$ cat src/rtl/mem_arb.sv
// Two-port SRAM arbiter: instruction fetch and data ports share one single-port SRAM.
// Data wins contested cycles until the instruction port has waited STARVE_MAX times.
module mem_arb #(
   parameter int STARVE_MAX = 3,
   parameter int AW         = 14
) (
   input  logic          clk,
   input  logic          rstn,
   input  logic          i_req,
   input  logic [AW+1:0] i_adr,
   output logic          i_gnt,
   output logic          i_rvld,
   output logic [31:0]   i_rdata,
   input  logic          d_req,
   input  logic          d_we,
   input  logic [3:0]    d_be,
   input  logic [AW+1:0] d_adr,
   input  logic [31:0]   d_wdata,
   output logic          d_gnt,
   output logic          d_rvld,
   output logic [31:0]   d_rdata,
   output logic          m_en,
   output logic          m_we,
   output logic [3:0]    m_be,
   output logic [AW-1:0] m_a,
   output logic [31:0]   m_wd,
   input  logic [31:0]   m_rd,
   output logic [15:0]   conflict_cnt
);

   localparam int SW = (STARVE_MAX > 3) ? $clog2(STARVE_MAX + 1) : 2;

   typedef enum logic [1:0] {
      RIDLE = 2'd0,
      RINS  = 2'd1,
      RDAT  = 2'd2
   } resp_t;

   resp_t         resp_r;
   resp_t         resp_nxt_s;
   logic [SW-1:0] starve_r;
   logic [15:0]   conflict_r;
   logic          contest_s;
   logic          i_win_s;
   logic          d_win_s;
   logic          unused_s;

   assign unused_s     = ^{i_adr[1:0], d_adr[1:0]};
   assign contest_s    = i_req & d_req;
   assign conflict_cnt = conflict_r;
   assign i_rdata      = m_rd;
   assign d_rdata      = m_rd;
   assign i_gnt        = i_win_s;
   assign d_gnt        = d_win_s;

   // Same-cycle grant decision; reset masks every grant.
   always_comb begin
      i_win_s = 1'b0;
      d_win_s = 1'b0;
      if (rstn) begin
         i_win_s = 1'b0;
         d_win_s = 1'b0;
      end else if (contest_s) begin
         if (starve_r == SW'(STARVE_MAX)) begin
            i_win_s = 1'b1;
         end else begin
            d_win_s = 1'b1;
         end
      end else begin
         i_win_s = i_req;
         d_win_s = d_req;
      end
   end

   // SRAM command mux; address and write data are don't-care when idle.
   always_comb begin
      m_en = 1'b0;
      m_we = 1'b0;
      m_be = 4'h0;
      m_a  = i_adr[AW+1:2];
      m_wd = d_wdata;
      if (i_win_s) begin
         m_en = 1'b1;
         m_be = 4'hF;
      end else if (d_win_s) begin
         m_en = 1'b1;
         m_we = d_we;
         m_be = d_we ? d_be : 4'hF;
         m_a  = d_adr[AW+1:2];
      end else begin
         m_en = 1'b0;
      end
   end

   // Starvation counter: counts data wins over a waiting instruction fetch.
   always_ff @(posedge clk or posedge rstn) begin
      if (rstn) begin
         starve_r <= {SW{1'b0}};
      end else if (i_win_s) begin
         starve_r <= {SW{1'b0}};
      end else if (contest_s && d_win_s) begin
         starve_r <= starve_r + {{(SW-1){1'b0}}, 1'b1};
      end else begin
         starve_r <= starve_r;
      end
   end

   // Saturating count of contested cycles.
   always_ff @(posedge clk or posedge rstn) begin
      if (rstn) begin
         conflict_r <= 16'h0000;
      end else if (contest_s && (conflict_r != 16'hFFFF)) begin
         conflict_r <= conflict_r + 16'h0001;
      end else begin
         conflict_r <= conflict_r;
      end
   end

   // Response FSM state register; reset drops any outstanding read.
   always_ff @(posedge clk or posedge rstn) begin
      if (rstn) begin
         resp_r <= RIDLE;
      end else begin
         resp_r <= resp_nxt_s;
      end
   end

   // Response FSM next state: follows this cycle's grant, independent of the current state.
   always_comb begin
      resp_nxt_s = RIDLE;
      if (i_win_s) begin
         resp_nxt_s = RINS;
      end else if (d_win_s && !d_we) begin
         resp_nxt_s = RDAT;
      end else begin
         resp_nxt_s = RIDLE;
      end
   end

   // Response FSM outputs: read data valid one cycle after the grant.
   always_comb begin
      i_rvld = 1'b0;
      d_rvld = 1'b0;
      case (resp_r)
         RINS:    i_rvld = 1'b1;
         RDAT:    d_rvld = 1'b1;
         default: begin
            i_rvld = 1'b0;
            d_rvld = 1'b0;
         end
      endcase
   end

endmodule
$ cat config.mk
export PLATFORM = sky130hd
export DESIGN_NAME = mem_arb
export DESIGN_NICKNAME = d
export VERILOG_FILES = /design/src/rtl/mem_arb.sv
export SDC_FILE = /design/constraint.sdc
export NUM_CORES = 1
export LEC_CHECK = 0
export ABC_AREA = 1
export CAP_MARGIN = 0
export CORE_ASPECT_RATIO = 0.5
export CORE_UTILIZATION = 31
export DETAILED_ROUTE_END_ITERATION = 10
export PLACE_DENSITY = 0.86
export SYNTH_ARGS = -nofsm -noshare
export SYNTH_HDL_FRONTEND = slang
export SYNTH_SLANG_ARGS = --single-unit
$ cat constraint.sdc
create_clock -name clk -period 5.3 [get_ports clk]
set_input_delay 1.06 -clock clk [delete_from_list [all_inputs] [get_ports clk]]
set_output_delay 1.06 -clock clk [all_outputs]
set_load 0.02 [all_outputs]
=== Word level (Yosys, flattened, before mapping) ===
Index checks and enable logic that the tools add are counted.

* Register bits after elaboration: 20
* Input bits: 105
* Word-level logic and storage cells: 36

* Add/sub/neg operators: 2
* Equality and inequality tests: 4
* Mux-type cells: 21
* Bitwise operators: 1
* Reduce and logical (&&, ||, !) cells: 5

{| class="wikitable"
|+ Operator list
! operator !! count
|-
| $mux W14 || 2
|-
| $add A16 B1 Y16 const B || 1
|-
| $ne A16 B16 Y1 const B || 1
|-
| $mux W1 || 12
|-
| $mux W4 || 3
|-
| $mux W2 || 4
|-
| $eq A2 B2 Y1 const B || 2
|-
| $logic_and A1 B1 Y1 || 3
|-
| $add A2 B1 Y2 const B || 1
|-
| $eq A2 B1 Y1 const B || 1
|-
| $reduce_bool A2 Y1 || 1
|-
| $and A1 B1 Y1 || 1
|-
| $logic_not A1 Y1 || 1
|}

=== Longest topological paths before layout ===
Gate-level depths: netlist of run 1.

* Depth after elaboration: 7
* Mapped depth: 9

=== Least setup slack after synthesis of run 1 ===
OpenSTA, ideal clock, no wires.

* Kind: input to output
* Start point: in rstn
* End point: out m_be[0]
* Arrival: 2.454 ns
* Data required time: 4.240 ns
* Slack: 1.786 ns
* Stages: 4
* Buffers on the path: 1
* Path through: inv_1 -> nand3_1 -> clkbuf_1 -> o21ai_0

* Longest elaborated chain between the ends: 3

{| class="wikitable"
|+ Ends and longest elaborated chain
! what !! RTL line !! text
|-
| start, declared || 8 || <nowiki>input logic rstn,</nowiki>
|-
| $mux W1 || 60 || <nowiki>if (rstn) begin</nowiki>
|-
| $mux W4 || 85 || <nowiki>end else if (d_win_s) begin</nowiki>
|-
| $mux W4 * || 82 || <nowiki>if (i_win_s) begin</nowiki>
|-
| end, declared || 24 || <nowiki>output logic [3:0] m_be,</nowiki>
|}

Every way passes the cells marked *; elsewhere a longest branch is shown, timed or not.

=== Final worst setup path of run 1 ===
* Start point: in rstn
* End point: out m_be[2]

The elaborated chain is that of the path after synthesis.

==> metrics.md, run 1 <==
| Metric | Value |
|---|---|
| PostCTS Resize Cnt | `0` |
| Routed via count | `1730` |
| Pleak | `1.12 nW` |
| Die Width | `121 microns` |
| First-pass GRT wire length | `7170 microns` |
| Die area | `7410 sq um` |
| DR vias/cell | `4.28` |
| Post-CTS setup buffer count | `0` |
| Die Height | `61.4 microns` |
| Outcome | `finished clean` |
| Total Routing Usage GR | `12.7%` |
| Worst skew pair latency | `0.25 ns` |
| Setup Skew | `0.00283 ns` |
| Largest net degree at the start of global routing | `23` |
| Synth async-reset ratio | `100%` |
| Synth Warn # | `0` |
| DP Area | `2330 sq um` |
| Crit. End Element | `output pin` |
| Max Freq | `237 MHz` |
| Setup_tns | `0 ns` |
| CTS tree | `built` |
| Register bit total from synthesis | `20` |
| Initial Utilization | `32.4%` |
| Mapped Cells | `331` |
| Yosys top cell by area | `buf_4` |
| Post-synthesis sequential area ratio | `22.9%` |
| Crit path arrival time | `3.16 ns` |
| Worst min path class | `register to register` |
| Commonest register cell after synthesis | `dfrtp_1` |
| Post-route minimum period | `4.22 ns` |
| Hold_ws | `0.495 ns` |
| Critical Path RT | `4.24 ns` |
| Initial antenna violation count | `0` |
| Clock slew at reported path FFs | `0.05 ns` |
| Rel. slew slack | `48.7%` |
| Number of flops mapped to enable cells by yosys | `0` |
| Layout cells sized above 1 | `7.05%` |
| FF+latch area | `500 sq um` |
| Net Count, Synth | `438` |
| Crit-path max FO | `21` |
| Fin. Hold Viols | `0` |
| Hpwl dp | `3870 microns` |
| Mean Syn Cell Area | `6.60 sq um` |
| Post-synth top area share | `33.0%` |
| Main area contributors after synthesis | `buf_4 33%, dfrtp_1 23%, nand2_1 18%` |
| PwrDens | `220 nW/um^2` |
| Initial drt markers | `101` |
| Fin nets | `421` |
| Post-synth top cells | `106 x nand2_1, 96 x buf_4, 28 x inv_1, 28 x nor2_1, 20 x dfrtp_1` |
| Max_cap viols | `0` |
| Routability cong. | `0.848` |
| Final period utilization | `79.6%` |
| # setup viols final | `0` |
| N_diodes | `0` |
| Top-count cell post-synth | `nand2_1` |
| Number of global-route vias before repair | `1420` |
| Synth Cell Area | `2190 sq um` |
| Post-route cell area | `2410 sq um` |
| RSZ-0062 raised after global routing | `no` |
| Crit path launch type | `primary input` |
| Core area | `6750 sq um` |
| Maximum clock insertion buffer count | `2` |
| Wire per inst | `11.8 microns` |
| Total iterations of the first detailed-routing run | `4` |
| CTS Buf Count | `3` |
| Clk sinks | `20` |
| Core Rows | `21` |
| Final WL | `4770 microns` |
| Netlist cell types | `21` |
| Final ANT Viol Nets | `0` |
| Worst Max-Slew Pin Slew | `0.761 ns` |
| Post-layout util | `35.6%` |
| Root buffer cell | `clkbuf_16` |
| Maximum VDD drop | `92.7 uV` |
| I/O Buffers | `76` |
| Hold_buf cts | `0` |
| Layout fillers | `683` |
| Multi-input logic area | `836 sq um` |
| # DRC | `0` |
| Grt ovf | `0` |
| H-Tree Depth | `1` |
| WS Path Type | `primary input to output pin` |
| Synth-to-Final Area Change | `10.1%` |
| Final Slew Violations | `0` |
| Ports | `241` |
[worst max-delay path, stage by stage]
cell	delay [ns]
clkdlybuf4s50_1	0.43
inv_1	0.08
buf_4	0.28
nand2_1	0.11
inv_1	0.09
o21ai_0	0.28
o21ai_0	0.17
clkdlybuf4s50_1	0.64
[layout by cell type (no fill, tap or decap)]
| cell | instances |
|---|---|
| buf_4 | 2 |
| clkbuf_16 | 3 |
| clkdlybuf4s50_1 | 76 |
| dfrtp_1 | 20 |
| ha_1 | 2 |
| inv_1 | 28 |
| nand2_1 | 106 |
| nand2_2 | 5 |
| nand3_1 | 10 |
| nand3_2 | 2 |
| nand3b_1 | 1 |
| nand4_1 | 4 |
| nor2_1 | 28 |
| nor2_2 | 6 |
| nor2_4 | 3 |
| nor3_1 | 2 |
| o21ai_0 | 8 |
| o21ai_2 | 1 |
| xnor2_1 | 3 |
| xor2_1 | 2 |
[power breakdown]
part / internal (mW) / leakage, nW / switching (mW) / total, mW
logic: 0.0937 / 0.820 / 0.0908 / 0.184
clock network: 0.0994 / 0.0370 / 0.0524 / 0.152
registers: 0.169 / 0.266 / 0.0238 / 0.193
total: 0.362 / 1.12 / 0.167 / 0.529
[worst paths after layout]
| path | slack [ns] | from | cells past startpoint | endpoint |
|---|---|---|---|---|
| hold / removal | 0.50 | starve_r[1] | 2 | starve_r[1] |
| max in group asynchronous | 3.86 | rstn | 3 | conflict_cnt[15] |
| setup / recovery | 1.08 | rstn | 8 | m_be[2] |
| hold reg to reg | 0.50 | starve_r[1] | 2 | starve_r[1] |
| setup reg to reg | 3.69 | conflict_cnt[0] | 8 | conflict_cnt[11] |
| min in group asynchronous | 1.22 | rstn | 3 | conflict_cnt[9] |
[state kept, by name, indices dropped and copies added, names as in the netlist]
signal        count
conflict_cnt     16
resp_r            2
starve_r          2
[cell families after synthesis]
family / after synthesis / share of synthesized area, %
simple gates: 167 / 32.9
flops: 20 / 22.9
fa+ha+maj: 2 / 1.14
buf+inv: 128 / 38.9
xor+xnor: 5 / 2.00
compound gates: 9 / 2.23
[final cells by class]
cell class / count / share of cell area (%)
Sequential cell: 20 / 20.8
Tap cell: 92 / 4.78
Inverter: 28 / 4.37
Timing Repair Buffer: 78 / 32.2
Clock buffer: 3 / 3.12
Multi-Input combinational cell: 183 / 34.7
[per-stage QoR]
step / setup WS [ns] / cells / power (mW)
after global placement: 1.10 / 401 / 0.377
after global routing: 0.869 / 404 / 0.564
after detailed placement: 1.05 / 401 / 0.382
after floorplan: 1.79 / 331 / 0.391
after CTS: 1.07 / 404 / 0.535
final: 1.08 / 404 / 0.529
[routing by layer]
layer / global-route usage, % / vias to the layer above / wire length [microns]
li1: - / 868 / -
met2: 17.5 / 91 / 2080
met3: 6.76 / 17 / 553
met1: 16.5 / 754 / 2040
met4: 5.82 / 0 / 96
met5: 0 / - / 0
Power figures use the tool's default switching activity.
==> inputs of run 2 (changes only) <==
--- a/config.mk
+++ b/config.mk
@@ -8,9 +8,9 @@
 export ABC_AREA = 1
 export CAP_MARGIN = 0
 export CORE_ASPECT_RATIO = 0.5
-export CORE_UTILIZATION = 31
+export CORE_UTILIZATION = 29
 export DETAILED_ROUTE_END_ITERATION = 10
-export PLACE_DENSITY = 0.86
+export PLACE_DENSITY = 0.81
 export SYNTH_ARGS = -nofsm -noshare
 export SYNTH_HDL_FRONTEND = slang
 export SYNTH_SLANG_ARGS = --single-unit
==> constraint.sdc (replaced) <==
create_clock -name clk -period 3.95 [get_ports clk]
set_input_delay 0.79 -clock clk [delete_from_list [all_inputs] [get_ports clk]]
set_output_delay 0.79 -clock clk [all_outputs]
set_load 0.02 [all_outputs]
==> run 2 against run 1 <==
Against the previous run: the flow now finishes with violations (design-rule violations); combinational power up 35%; setup slack worse by 0.72 ns; via count down 0.17%; clock-buffer cell count up 1; total power up 39%; cell count up 0.25%; largest power group unchanged.
==> metrics.md, run 2 (synthesis results as in run 1) <==
| Metric | Value |
|---|---|
| WS Path Type | `primary input to output pin` |
| Commonest non-fill, non-tap cell in the layout | `nand2_1` |
| Failing checks | `design-rule violations` |
| Final WL | `4810 microns` |
| Power, Total | `737 uW` |
| Final Slew Violations | `0` |
| Fin. Hold Viols | `0` |
| Fin nets | `421` |
| DP Area | `2330 sq um` |
| Die Height | `63.4 microns` |
| Core area | `6990 sq um` |
| Crit path arrival time | `2.81 ns` |
| I/O Buffers | `76` |
| Placed cells | `401` |
| # DRC | `16` |
| Crit. End Element | `output pin` |
| Root buffer cell | `clkbuf_16` |
| Maximum VDD drop | `151 uV` |
| Max Freq | `278 MHz` |
| Routed via count | `1727` |
| Post-route cell area | `2420 sq um` |
| CTS tree | `built` |
| Post-layout util | `34.6%` |
| Hold_ws | `0.484 ns` |
| Multi-input logic area | `836 sq um` |
| Ports | `241` |
| Layout fillers | `733` |
| Slack of the critical path | `0.355 ns` |
| Worst Max-Slew Pin Slew | `0.676 ns` |
| Worst skew pair latency | `0.25 ns` |
| Initial Utilization | `31.3%` |
| Initial drt markers | `114` |
| Synth-to-Final Area Change | `10.8%` |
| Initial antenna violation count | `0` |
| Die area | `7910 sq um` |
| Max reg flops | `16` |
| # setup viols final | `0` |
| Pleak | `1.13 nW` |
| Total iterations of the first detailed-routing run | `7` |
| Core Rows | `21` |
| Fin cells | `405` |
| Hold_buf cts | `0` |
| H-Tree Depth | `1` |
| Outcome | `finished with violations` |
| Post-CTS setup buffer count | `0` |
| Hpwl dp | `3770 microns` |
| Wire per inst | `11.9 microns` |
| Largest net degree at the start of global routing | `19` |
| CTS Buf Count | `3` |
| Number of global-route vias before repair | `1639` |
| Layout cells sized above 1 | `7.35%` |
| Crit path launch type | `primary input` |
| DR vias/cell | `4.26` |
| Setup_tns | `0 ns` |
| Max_cap viols | `0` |
| RSZ-0062 raised after global routing | `no` |
| Post-route minimum period | `3.60 ns` |
| Total Routing Usage GR | `12.0%` |
| Crit-path max FO | `16` |
| Grt ovf | `0` |
| First-pass GRT wire length | `7710 microns` |
| Final period utilization | `91.0%` |
| FF+latch area | `500 sq um` |
| Worst setup slack after placement | `0.350 ns` |
| Setup Skew | `0.00383 ns` |
| PwrDens | `305 nW/um^2` |
| Most frequent cells in the layout | `106 x nand2_1, 76 x clkdlybuf4s50_1, 28 x inv_1, 28 x nor2_1, 20 x dfrtp_1` |
| Clock slew at reported path FFs | `0.05 ns` |
| Worst min path class | `register to register` |
| Routability cong. | `0.802` |
| Critical Path RT | `3.16 ns` |
| Clk sinks | `20` |
| PostCTS Resize Cnt | `0` |
| Final ANT Viol Nets | `0` |
| Rel. slew slack | `54.5%` |
| N_diodes | `0` |
| Die Width | `125 microns` |
| Maximum clock insertion buffer count | `2` |
[run 2: area by class of cell]
cell class	count	area share, %
clock buffer	4	3.67
inverter	28	4.34
multi-input combinational	183	34.5
sequential	20	20.7
tap	92	4.75
timing repair buffer	78	32.0
[run 2: worst max-delay path, stage by stage]
cell and delay [ns]:
clkdlybuf4s50_1 0.42, inv_1 0.16, nand3_1 0.21, inv_1 0.41, nand2_1 0.11, nand2_1 0.09, clkdlybuf4s50_1 0.61
[run 2: power breakdown]
group	switching [mW]	total [mW]	internal (mW)	leakage [nW]
Combinational	0.122	0.248	0.126	0.820
Sequential	0.0316	0.259	0.227	0.266
Clock	0.0759	0.230	0.154	0.0442
Total	0.230	0.737	0.507	1.13
[run 2: final timing paths]
| check | from | to | slack (ns) | depth (start not counted) |
|---|---|---|---|---|
| min | starve_r[1] | starve_r[1] | 0.48 | 2 |
| max | rstn | m_a[2] | 0.35 | 7 |
| min reg2reg | starve_r[1] | starve_r[1] | 0.48 | 2 |
| max reg2reg | conflict_cnt[0] | conflict_cnt[14] | 2.33 | 8 |
| max in group asynchronous | rstn | conflict_cnt[7] | 2.71 | 3 |
| min in group asynchronous | rstn | resp_r[0] | 0.76 | 2 |
[run 2: layer usage]
metal	vias up	part of all wire, %	track usage [%]	wire length, microns
li1	870	-	-	-
met1	767	41	13.6	1970
met2	82	48	20.3	2320
met3	8	9.7	4.76	466
met4	0	1.1	5.25	51
met5	-	0	0	0
